File: config.mk
export PLATFORM = sky130hd
export DESIGN_NAME = lepton_buffer_sched_flat
export DESIGN_NICKNAME = d
export VERILOG_FILES = /design/src/rtl/lepton_buffer_sched_if.sv /design/src/rtl/lepton_buffer_sched.sv /design/src/flat_wrapper.sv
export SDC_FILE = /design/constraint.sdc
export NUM_CORES = 1
export LEC_CHECK = 0
export CORE_UTILIZATION = 41
export DETAILED_ROUTE_END_ITERATION = 8
export PLACE_DENSITY_LB_ADDON = 0.12
export SLEW_MARGIN = 20
export SYNTH_ARGS = -nofsm -noshare
export SYNTH_HDL_FRONTEND = slang
export SYNTH_SLANG_ARGS = --single-unit
File: constraint.sdc
create_clock -name clk_in -period 4.7 [get_ports clk_in]
set_clock_uncertainty 0.15 [all_clocks]
set_input_delay 0.94 -clock clk_in [delete_from_list [all_inputs] [get_ports clk_in]]
set_output_delay 0.94 -clock clk_in [all_outputs]
set_load 0.03 [all_outputs]
File: src/rtl/lepton_buffer_sched_if.sv
// rtl/lepton_buffer_sched_if.sv - Signal bundle between Lepton writers, LCD reader and the line-buffer scheduler
//
// Purpose: carries the writer handshakes, the LCD reader position and the
//          scheduler status outputs as one port of lepton_buffer_sched.
// Signals (direction seen from the scheduler, modport slave):
//   mode_in        in   2  00 src0 only, 01 src1 only, 1x alternate frames
//   req_in         in   2  per-source line-buffer request (level)
//   sof_in         in   2  per-source start-of-frame qualifier
//   done_in        in   2  per-source line-written pulse
//   rd_buff_in     in   9  buffer the LCD reader is currently on
//   err_clr_in     in   1  clears sticky error flags
//   gnt_out        out  2  one-hot grant pulse
//   wr_buff_out    out  9  granted buffer index
//   busybuff_out   out  9  buffer being written
//   filledbuff_out out  9  last committed buffer
//   fsync_out      out  1  first line of a frame committed
//   owner_out      out  1  source owning the current/last frame
//   overrun_out    out  1  sticky frame-restart error
//   timeout_out    out  1  sticky write-timeout error
// Modports: slave = scheduler, master = writers/reader side.

interface lepton_buffer_sched_if;
    logic [1:0] mode_in;
    logic [1:0] req_in;
    logic [1:0] sof_in;
    logic [1:0] done_in;
    logic [8:0] rd_buff_in;
    logic       err_clr_in;
    logic [1:0] gnt_out;
    logic [8:0] wr_buff_out;
    logic [8:0] busybuff_out;
    logic [8:0] filledbuff_out;
    logic       fsync_out;
    logic       owner_out;
    logic       overrun_out;
    logic       timeout_out;

    modport slave (
        input  mode_in, req_in, sof_in, done_in, rd_buff_in, err_clr_in,
        output gnt_out, wr_buff_out, busybuff_out, filledbuff_out,
               fsync_out, owner_out, overrun_out, timeout_out
    );

    modport master (
        output mode_in, req_in, sof_in, done_in, rd_buff_in, err_clr_in,
        input  gnt_out, wr_buff_out, busybuff_out, filledbuff_out,
               fsync_out, owner_out, overrun_out, timeout_out
    );
endinterface

File: src/rtl/lepton_buffer_sched.sv
// rtl/lepton_buffer_sched.sv - Line-buffer ring scheduler between two Lepton writers and the LCD reader
//
// Purpose: hands out one line buffer at a time from a ring of NBUFFERS to the
//          source that owns the current frame, tracks committed lines, and
//          drives busybuff/filledbuff/fsync for the LCD reader. A buffer the
//          reader is still on is never granted mid-frame.
// Ports:
//   clk_in      in  1  clock
//   reset_n_in  in  1  asynchronous active-low reset
//   bus         lepton_buffer_sched_if.slave (requests, reader position, status)
// Parameters:
//   NBUFFERS  ring size (2..512)
//   VSIZE     lines per displayed frame (1..511)
//   TO_W      timeout counter width
//   TIMEOUT   max WRITE cycles from grant to done before the frame is aborted

module lepton_buffer_sched #(
    parameter int              NBUFFERS = 4,
    parameter int              VSIZE    = 240,
    parameter int              TO_W     = 23,
    parameter logic [TO_W-1:0] TIMEOUT  = 23'd60000
) (
    input  logic                 clk_in,
    input  logic                 reset_n_in,
    lepton_buffer_sched_if.slave bus
);

    localparam logic [2:0] S_IDLE    = 3'd0;
    localparam logic [2:0] S_GRANT   = 3'd1;
    localparam logic [2:0] S_WRITE   = 3'd2;
    localparam logic [2:0] S_COMMIT  = 3'd3;
    localparam logic [2:0] S_WAITREQ = 3'd4;

    localparam logic [8:0]      LAST_BUF  = 9'(NBUFFERS - 1);
    localparam logic [8:0]      LAST_LINE = 9'(VSIZE - 1);
    localparam logic [TO_W-1:0] TO_LAST   = TIMEOUT - TO_W'(1);

    logic [2:0]      r_state;
    logic [8:0]      r_wp;
    logic [8:0]      r_line_cnt;
    logic [TO_W-1:0] r_to_cnt;
    logic            r_owner;
    logic            r_pref;
    logic            r_alt;
    logic [1:0]      r_gnt;
    logic [8:0]      r_wr_buff;
    logic [8:0]      r_busybuff;
    logic [8:0]      r_filledbuff;
    logic            r_fsync;
    logic            r_overrun;
    logic            r_timeout;

    logic [1:0]      w_elig;
    logic [1:0]      w_start;
    logic            w_start_src;
    logic            w_own_req;
    logic            w_own_sof;
    logic            w_own_done;
    logic [1:0]      w_own_gnt;
    logic [8:0]      w_wp_next;

    // Sources allowed to open a new frame; only consulted in IDLE.
    always_comb begin
        w_elig = 2'b11;
        case (bus.mode_in)
            2'b00:   w_elig = 2'b01;
            2'b01:   w_elig = 2'b10;
            default: w_elig = 2'b11;
        endcase
    end

    assign w_start     = bus.req_in & bus.sof_in & w_elig;
    // Contention between both sources resolves to the preferred one.
    assign w_start_src = (w_start == 2'b11) ? r_pref : w_start[1];
    assign w_own_req   = bus.req_in[r_owner];
    assign w_own_sof   = bus.sof_in[r_owner];
    assign w_own_done  = bus.done_in[r_owner];
    assign w_own_gnt   = r_owner ? 2'b10 : 2'b01;
    assign w_wp_next   = (r_wp == LAST_BUF) ? 9'd0 : r_wp + 9'd1;

    always_ff @(posedge clk_in or negedge reset_n_in) begin
        if (!reset_n_in) begin
            r_state      <= S_IDLE;
            r_wp         <= 9'd0;
            r_line_cnt   <= 9'd0;
            r_to_cnt     <= '0;
            r_owner      <= 1'b0;
            r_pref       <= 1'b0;
            r_alt        <= 1'b0;
            r_gnt        <= 2'b00;
            r_wr_buff    <= 9'd0;
            r_busybuff   <= 9'd0;
            r_filledbuff <= 9'd0;
            r_fsync      <= 1'b0;
            r_overrun    <= 1'b0;
            r_timeout    <= 1'b0;
        end else begin
            r_gnt   <= 2'b00;
            r_fsync <= 1'b0;
            // Clear first so that an error raised below in the same cycle wins.
            if (bus.err_clr_in) begin
                r_overrun <= 1'b0;
                r_timeout <= 1'b0;
            end

            case (r_state)
                S_IDLE: begin
                    if (|w_start) begin
                        r_state    <= S_GRANT;
                        r_owner    <= w_start_src;
                        r_alt      <= bus.mode_in[1];
                        r_wp       <= 9'd0;
                        r_line_cnt <= 9'd0;
                        r_to_cnt   <= '0;
                        r_gnt      <= w_start_src ? 2'b10 : 2'b01;
                        r_wr_buff  <= 9'd0;
                        r_busybuff <= 9'd0;
                    end
                end

                S_GRANT: begin
                    r_state <= S_WRITE;
                end

                S_WRITE: begin
                    r_to_cnt <= r_to_cnt + TO_W'(1);
                    if (w_own_done) begin
                        r_state <= S_COMMIT;
                    end else if (r_to_cnt == TO_LAST) begin
                        // Abort the frame; the reader keeps the last good buffer.
                        r_timeout  <= 1'b1;
                        r_state    <= S_IDLE;
                        r_busybuff <= r_filledbuff;
                    end
                end

                S_COMMIT: begin
                    r_filledbuff <= r_wp;
                    r_busybuff   <= r_wp;
                    r_wp         <= w_wp_next;
                    r_line_cnt   <= r_line_cnt + 9'd1;
                    r_fsync      <= (r_line_cnt == 9'd0);
                    if (r_line_cnt == LAST_LINE) begin
                        r_state <= S_IDLE;
                        if (r_alt) begin
                            r_pref <= ~r_owner;
                        end
                    end else begin
                        r_state <= S_WAITREQ;
                    end
                end

                S_WAITREQ: begin
                    if (w_own_req && w_own_sof) begin
                        // Owner restarted its frame early: start over at buffer 0
                        // without waiting for the reader.
                        r_overrun  <= 1'b1;
                        r_wp       <= 9'd0;
                        r_line_cnt <= 9'd0;
                        r_to_cnt   <= '0;
                        r_gnt      <= w_own_gnt;
                        r_wr_buff  <= 9'd0;
                        r_busybuff <= 9'd0;
                        r_state    <= S_GRANT;
                    end else if (w_own_req && (r_wp != bus.rd_buff_in)) begin
                        r_to_cnt   <= '0;
                        r_gnt      <= w_own_gnt;
                        r_wr_buff  <= r_wp;
                        r_busybuff <= r_wp;
                        r_state    <= S_GRANT;
                    end
                end

                default: begin
                    r_state <= S_IDLE;
                end
            endcase
        end
    end

    assign bus.gnt_out        = r_gnt;
    assign bus.wr_buff_out    = r_wr_buff;
    assign bus.busybuff_out   = r_busybuff;
    assign bus.filledbuff_out = r_filledbuff;
    assign bus.fsync_out      = r_fsync;
    assign bus.owner_out      = r_owner;
    assign bus.overrun_out    = r_overrun;
    assign bus.timeout_out    = r_timeout;

endmodule

File: src/flat_wrapper.sv
// flat-port wrapper written by rule: the top's interface ports become plain ports
module lepton_buffer_sched_flat 
#(
    parameter int              NBUFFERS = 4,
    parameter int              VSIZE    = 240,
    parameter int              TO_W     = 23,
    parameter logic [TO_W-1:0] TIMEOUT  = 23'd60000
)
  (clk_in, reset_n_in, bus_mode_in, bus_req_in, bus_sof_in, bus_done_in, bus_rd_buff_in, bus_err_clr_in, bus_gnt_out, bus_wr_buff_out, bus_busybuff_out, bus_filledbuff_out, bus_fsync_out, bus_owner_out, bus_overrun_out, bus_timeout_out);
  lepton_buffer_sched_if bus_i ();
  input  logic clk_in;
  input  logic reset_n_in;
  input wire logic [$bits(bus_i.mode_in)-1:0] bus_mode_in;
  input wire logic [$bits(bus_i.req_in)-1:0] bus_req_in;
  input wire logic [$bits(bus_i.sof_in)-1:0] bus_sof_in;
  input wire logic [$bits(bus_i.done_in)-1:0] bus_done_in;
  input wire logic [$bits(bus_i.rd_buff_in)-1:0] bus_rd_buff_in;
  input wire logic [$bits(bus_i.err_clr_in)-1:0] bus_err_clr_in;
  output wire logic [$bits(bus_i.gnt_out)-1:0] bus_gnt_out;
  output wire logic [$bits(bus_i.wr_buff_out)-1:0] bus_wr_buff_out;
  output wire logic [$bits(bus_i.busybuff_out)-1:0] bus_busybuff_out;
  output wire logic [$bits(bus_i.filledbuff_out)-1:0] bus_filledbuff_out;
  output wire logic [$bits(bus_i.fsync_out)-1:0] bus_fsync_out;
  output wire logic [$bits(bus_i.owner_out)-1:0] bus_owner_out;
  output wire logic [$bits(bus_i.overrun_out)-1:0] bus_overrun_out;
  output wire logic [$bits(bus_i.timeout_out)-1:0] bus_timeout_out;
  assign bus_i.mode_in = bus_mode_in;
  assign bus_i.req_in = bus_req_in;
  assign bus_i.sof_in = bus_sof_in;
  assign bus_i.done_in = bus_done_in;
  assign bus_i.rd_buff_in = bus_rd_buff_in;
  assign bus_i.err_clr_in = bus_err_clr_in;
  assign bus_gnt_out = bus_i.gnt_out;
  assign bus_wr_buff_out = bus_i.wr_buff_out;
  assign bus_busybuff_out = bus_i.busybuff_out;
  assign bus_filledbuff_out = bus_i.filledbuff_out;
  assign bus_fsync_out = bus_i.fsync_out;
  assign bus_owner_out = bus_i.owner_out;
  assign bus_overrun_out = bus_i.overrun_out;
  assign bus_timeout_out = bus_i.timeout_out;
  lepton_buffer_sched #(.NBUFFERS(NBUFFERS), .VSIZE(VSIZE), .TO_W(TO_W), .TIMEOUT(TIMEOUT)) u_core (.clk_in(clk_in), .reset_n_in(reset_n_in), .bus(bus_i));
endmodule
Yosys cells after proc, flatten, opt, wreduce, memory -nomap -nowiden

Cells that the tools add are included.

Bits of input ports: 20
Word-level logic and storage cells: 98
RAM bits: 0
Bits in read-only memories: 0
Bits in latches: 0
Memories: 0
Output and inout bits: 33
Flip-flop bits (word level): 79

$mul: 0
Mux-type cells: 44
Eq/ne operators: 16
Divide/modulo/power cells: 0
Shifts and indexed selects: 0
$add $sub $neg: 3
Reduce and logical (&&, ||, !) cells: 17
$lt $le $gt $ge: 1
Bitwise gates (word level): 3

Operators by type and width:

| kind                    | number |
|---|---|
| $mux W23                | 3 |
| $pmux W23 S3            | 1 |
| $mux W9                 | 7 |
| $pmux W9 S3             | 2 |
| $pmux W9 S4             | 1 |
| $add A23 B1 Y23 const B | 1 |
| $eq A23 B16 Y1 const B  | 1 |
| $add A9 B1 Y9 const B   | 2 |
| $mux W3                 | 6 |
| $pmux W9 S2             | 1 |
| $mux W1                 | 15 |
| $pmux W3 S5             | 1 |
| $reduce_and A3 Y1       | 5 |
| $mux W2                 | 5 |
| $eq A9 B2 Y1 const B    | 1 |
| $eq A9 B8 Y1 const B    | 1 |
| $logic_not A9 Y1        | 1 |
| $ne A9 B9 Y1            | 1 |
| $pmux W2 S2             | 2 |
| $eq A3 B2 Y1 const B    | 2 |
| $ne A2 B1 Y1 const B    | 3 |
| $ne A3 B1 Y1 const B    | 2 |
| $reduce_bool A3 Y1      | 2 |
| $reduce_and A5 Y1       | 1 |
| 15 further kinds        | 17 |

Depth between registers and ports, before layout

Depth in word-level cells: 8
Depth in mapped cells: 8
Mapped depth without buffers: 6

Worst setup path after synthesis

OpenSTA, ideal clock, no wires.

Path type: input-to-reg
Start point: input port bus_done_in[1]
End point: register u_core.r_busybuff[0], in the netlist u_core.bus.busybuff_out[0]
Path slack: 2.021 ns
Data required time: 4.425 ns
Setup time: 0.125 ns
Buffers on the path: 0
Arrival time: 2.404 ns
Cell stages on the path: 4
Cell sequence: mux2_2 o41ai_2 nor4b_4 mux2_2

Cells in the longest elaborated chain, start to end: 4

Ends and longest elaborated chain:

| what                                        | line                       | RTL |
|---|---|---|
| start, declared                             | flat_wrapper.sv:16         | `input wire logic [$bits(bus_i.done_in)-1:0] bus_done_in;` |
| $mux W1 (not written as such) (2 in series) | lepton_buffer_sched.sv:77  | `assign w_own_done = bus.done_in[r_owner];` |
| $ne A2 B2 Y1 (no line)                      | -                          |  |
| $reduce_and A5 Y1 (no line)                 | -                          |  |
| end signal, assigned                        | lepton_buffer_sched.sv:133 | `r_busybuff <= r_filledbuff;` |
| end signal, assigned                        | lepton_buffer_sched.sv:139 | `r_busybuff <= r_wp;` |
| end signal, assigned                        | lepton_buffer_sched.sv:169 | `r_busybuff <= r_wp;` |
| end, declared                               | lepton_buffer_sched.sv:47  | `logic [8:0] r_busybuff;` |

No other way between the ends. The select of a mux whose other input is x is not followed.
A chain may end at the register's enable or synchronous reset.

Final worst setup path

Start point: input port bus_req_in[1]
End point: register u_core.r_to_cnt[17]

Cells in the longest elaborated chain, start to end: 5
Elaborated cells between the ends (all ways): 12
Classes of those cells: 2 x eq/ne; 4 x mux; 2 x bitwise; 4 x reduce/logical

Ends and longest elaborated chain:

| what                                                               | line                                                 | RTL |
|---|---|---|
| start, declared                                                    | flat_wrapper.sv:14                                   | `input wire logic [$bits(bus_i.req_in)-1:0] bus_req_in;` |
| $and A2 B2 Y2 / $mux W1 (equally long branches) (2 in series)      | lepton_buffer_sched.sv:72, lepton_buffer_sched.sv:75 |  |
| $reduce_or A2 Y1 (tied with other cells)                           | lepton_buffer_sched.sv:108                           | `if (\|w_start) begin` |
| $ne A2 B1 Y1 (no line) (tied with other cells)                     | -                                                    |  |
| $reduce_and A3 Y1 (no line) / $pmux W23 S3 (equally long branches) | -                                                    |  |
| end signal, assigned                                               | lepton_buffer_sched.sv:126                           | `r_to_cnt <= r_to_cnt + TO_W'(1);` |
| end, declared                                                      | lepton_buffer_sched.sv:41                            | `logic [TO_W-1:0] r_to_cnt;` |

Parallel ways exist; a longest one is shown, timed or not. The select of a mux whose other input is x is not followed.

==> results.toml <==
[clocking]
cts_resized = 0
cts_hold_buf = 0
post_cts_buffers = 0
cts_root_buffer = "clkbuf_8"
clk_path_buf_depth = 2
cts_sinks = 79
cts_tree = "built"
h-tree-depth = 3
clock_latency_ns = 0.36
clkTransAtPathRegs_ns = 0.08
numCtsBuffers = 9

[global_route]
antenna_found_initial = 0
grt_max_degree = 80
grtUsageTotal_pct = 20.1
grt-ovfl-total = 0
grt_pass1_vias = 3431
grt_pass1_wl_mm = 17.6

[synth]
synth_cell_types = 60
synth_edf_count = 0
synthFlopType = "dfrtp_1"
synth_compound_area_share_pct = 17.2
synth_top_family_by_area = "simple AND/OR/NAND/NOR gates"
synth_warnings = 0
synth_mux_area_share_pct = 6.10
ys_ff_latch = 79
avgSynthCellArea_um2 = 9.67
yosys.area_share.simple_pct = 21.0
yosysSeqAreaShare_pct = 45.2
synth_xor_area_share_pct = 2.41
synth_nets = 476
async_flop_share_pct = 100
syn_area_um2 = 4370
synthAdderAreaFrac_pct = 1.15
netlist_instances = 452

[floorplan]
dieArea_um2 = 11100
initial_utilization_pct = 42.3
rows = 37
core_area_um2 = 10300
io_pins = 53
die_x_um = 105
die_h_um = 105

[power_and_ir_drop]
ir_drop_mv = 0.251
cellLeakagePower_nw = 2.16
power.density_nw_per_um2 = 522

[drt]
drt_iter0_markers = 173
ant_nets = 0
drt_pass1_iterations = 5
wirelength_mm = 10.6
wl_per_cell_um = 16.9
vias_per_cell = 5.62
drc_errors = 0
vias = 3533

[setup_path]
crit_type = "primary input to flip-flop"
start_kind = "primary input"
ff2ff_path_depth = 5
cp_num_buf_inv = 2
r2r_start = "u_core.r_state[2]$_DFFE_PN0P_"
worstSetupEndpointType = "flip-flop"
arrival_ns = 3.27
cp_top_family = "compound AO/OA/AOI/OAI gates"
crit_path_top_delay_cell = "nor2_1"
cp_cell_sequence = "clkdlybuf4s50_1 -> o211ai_1 -> a22oi_1 -> o311ai_1 -> buf_4 -> nor2_1 -> a31oi_1"
required_ns = 4.74
reg2reg_to = "u_core.r_to_cnt[17]$_DFFE_PN0P_"
r2r_slack_ns = 1.78
cp_max_fo = 13
max_stage_delay_ns = 0.77

[finish]
drive_gt1_share_pct = 12.4
multi_input_area_um2 = 2100
area_growth_syn_to_layout_pct = 16.2
n_fill_cell = 1002
postLayoutCoreUtil_pct = 49.2
register_area_um2 = 1980
num-nets-final = 513
n_antenna_cell = 0

[min_path]
holdPathEnd = "u_core.r_line_cnt[8]$_DFFE_PN0P_"
hp-class = "flip-flop to flip-flop"
hold-path-cell-count = 1
hold_path.startpoint = "u_core.r_line_cnt[8]$_DFFE_PN0P_"

[status]
status = "completed"

[job]
max-cap-violations = 0

[timing]
setup_viol = 0
hold_viol_final = 0
report.final.slew_viol_count = 0
finalCriticalPeriod_ns = 3.24
timing.final.crit_share_pct = 68.9
finalSetupTns_ns = 0
rsz0062_at_grt = "no"
fmax_mhz = 309
tightest_slew_ns = 1.02
slew_headroom_pct = 31.9

[placed_design]
port_buffers = 52
place_congestion = 0.838
dpl.hpwl_mm = 7.06
[how the worst max path moves through the flow]
stage / from / endpoint / slack [ns] / cells after the start
CTS: bus_req_in[1] / u_core.r_to_cnt[17]$_DFFE_PN0P_ / 1.50 / 7
global placement: bus_sof_in[0] / u_core.bus.busybuff_out[3]$_DFFE_PN0P_ / 1.15 / 6
global route: bus_sof_in[0] / u_core.bus.busybuff_out[4]$_DFFE_PN0P_ / 1.34 / 6
finish: bus_req_in[1] / u_core.r_to_cnt[17]$_DFFE_PN0P_ / 1.46 / 7
detailed placement: bus_req_in[1] / u_core.bus.busybuff_out[6]$_DFFE_PN0P_ / 1.12 / 6
floorplan: bus_done_in[1] / u_core.bus.busybuff_out[0]$_DFFE_PN0P_ / 2.02 / 4
[per-layer routing]
metal,global-route usage (%),up-vias,share of wire [%]
met4,4.93,0,0.87
met1,27.3,1737,47
met5,0,-,0
met2,32.7,65,49
li1,-,1723,-
met3,4.27,8,2.7
[power breakdown]
group / total, mW / internal (mW) / switching, mW
Combinational: 1.06 / 0.432 / 0.632
Sequential: 1.05 / 0.827 / 0.225
Clock: 0.538 / 0.274 / 0.264
[placed cells by master, fill, tap and decap left out, types with 7 or more instances in the layout]
master	synthesis	layout
clkdlybuf4s50_1	0	51
nand2_1	66	66
dfrtp_1	79	79
o31ai_1	8	8
o2bb2ai_1	7	7
nand3_1	24	24
nor2_1	22	22
mux2_2	13	13
mux2i_1	12	12
o21ai_0	18	18
a22o_2	9	9
a21oi_1	18	18
a31oi_1	16	16
xnor2_1	12	12
nor3_1	15	13
and3_1	13	13
clkbuf_8	8	11
inv_1	17	17
[area by class of cell]
class / instances / area share, %
Inverter: 17 / 1.26
Clock inverter: 4 / 1.06
Tap cell: 136 / 3.35
Sequential cell: 79 / 38.9
Clock buffer: 11 / 2.98
Multi-Input combinational cell: 325 / 41.4
Timing Repair Buffer: 57 / 11.0
[cell usage after synthesis (all sizes together) (3+ instances only)]
| library cell | count | area (µm²) |
|---|---|---|
| nand2 | 67 | 254 |
| a21oi | 18 | 90.1 |
| a31o | 4 | 35.0 |
| inv | 17 | 63.8 |
| a41oi | 4 | 35.0 |
| nor3 | 15 | 75.1 |
| o2bb2ai | 7 | 61.3 |
| mux2i | 12 | 120 |
| ha | 4 | 50.1 |
| a31oi | 16 | 100 |
| o211ai | 3 | 22.5 |
| o22ai | 4 | 25.0 |
| nor2 | 22 | 82.6 |
| o21ai | 18 | 90.1 |
| clkbuf | 20 | 159 |
| dfrtp | 79 | 1980 |
| a22o | 11 | 108 |
| and3 | 14 | 88.8 |
| a21o | 3 | 22.5 |
| nand4 | 6 | 37.5 |
| nor4b | 4 | 65.1 |
| xnor2 | 12 | 105 |
| nand3 | 24 | 120 |
| buf | 11 | 76.3 |
| nor4 | 8 | 62.6 |
| o31ai | 8 | 60.1 |
| mux2 | 13 | 146 |
[state kept, by name (all words and copies together) (netlist names)]
signal and count:
u_core.bus.timeout_out 1, u_core.r_to_cnt 23, u_core.bus.fsync_out 1, u_core.bus.gnt_out 2, u_core.r_alt 1, u_core.bus.filledbuff_out 9, u_core.bus.wr_buff_out 9, u_core.bus.owner_out 1
u_core.r_wp 9, u_core.r_state 3, u_core.bus.overrun_out 1, u_core.bus.busybuff_out 9, u_core.r_line_cnt 9, u_core.r_pref 1
[logic make-up (layout without fill, tap and decap cells)]
group	Yosys count	in the layout
multiplexers	25	25
buffers and inverters	48	89
AO/OA/AOI/OAI	107	107
XOR/XNOR	12	12
flip-flops	79	79
adder cells (fa/ha/maj)	4	4
AND/OR/NAND/NOR	177	177
[through the flow]
step	worst slack, ns	cell area (µm²)	total power, mW	hold slack, ns	std cells
5_1_grt	1.34	5080	2.83	0.382	629
3_3_place_gp	1.15	4870	2.11	0.317	614
4_1_cts	1.50	5070	2.67	0.339	629
3_5_place_dp	1.12	4870	2.13	0.328	614
2_1_floorplan	2.02	4370	1.81	0.299	452
6_report	1.46	5080	2.65	0.339	629
No activity file was read; power rests on OpenSTA's default activity.
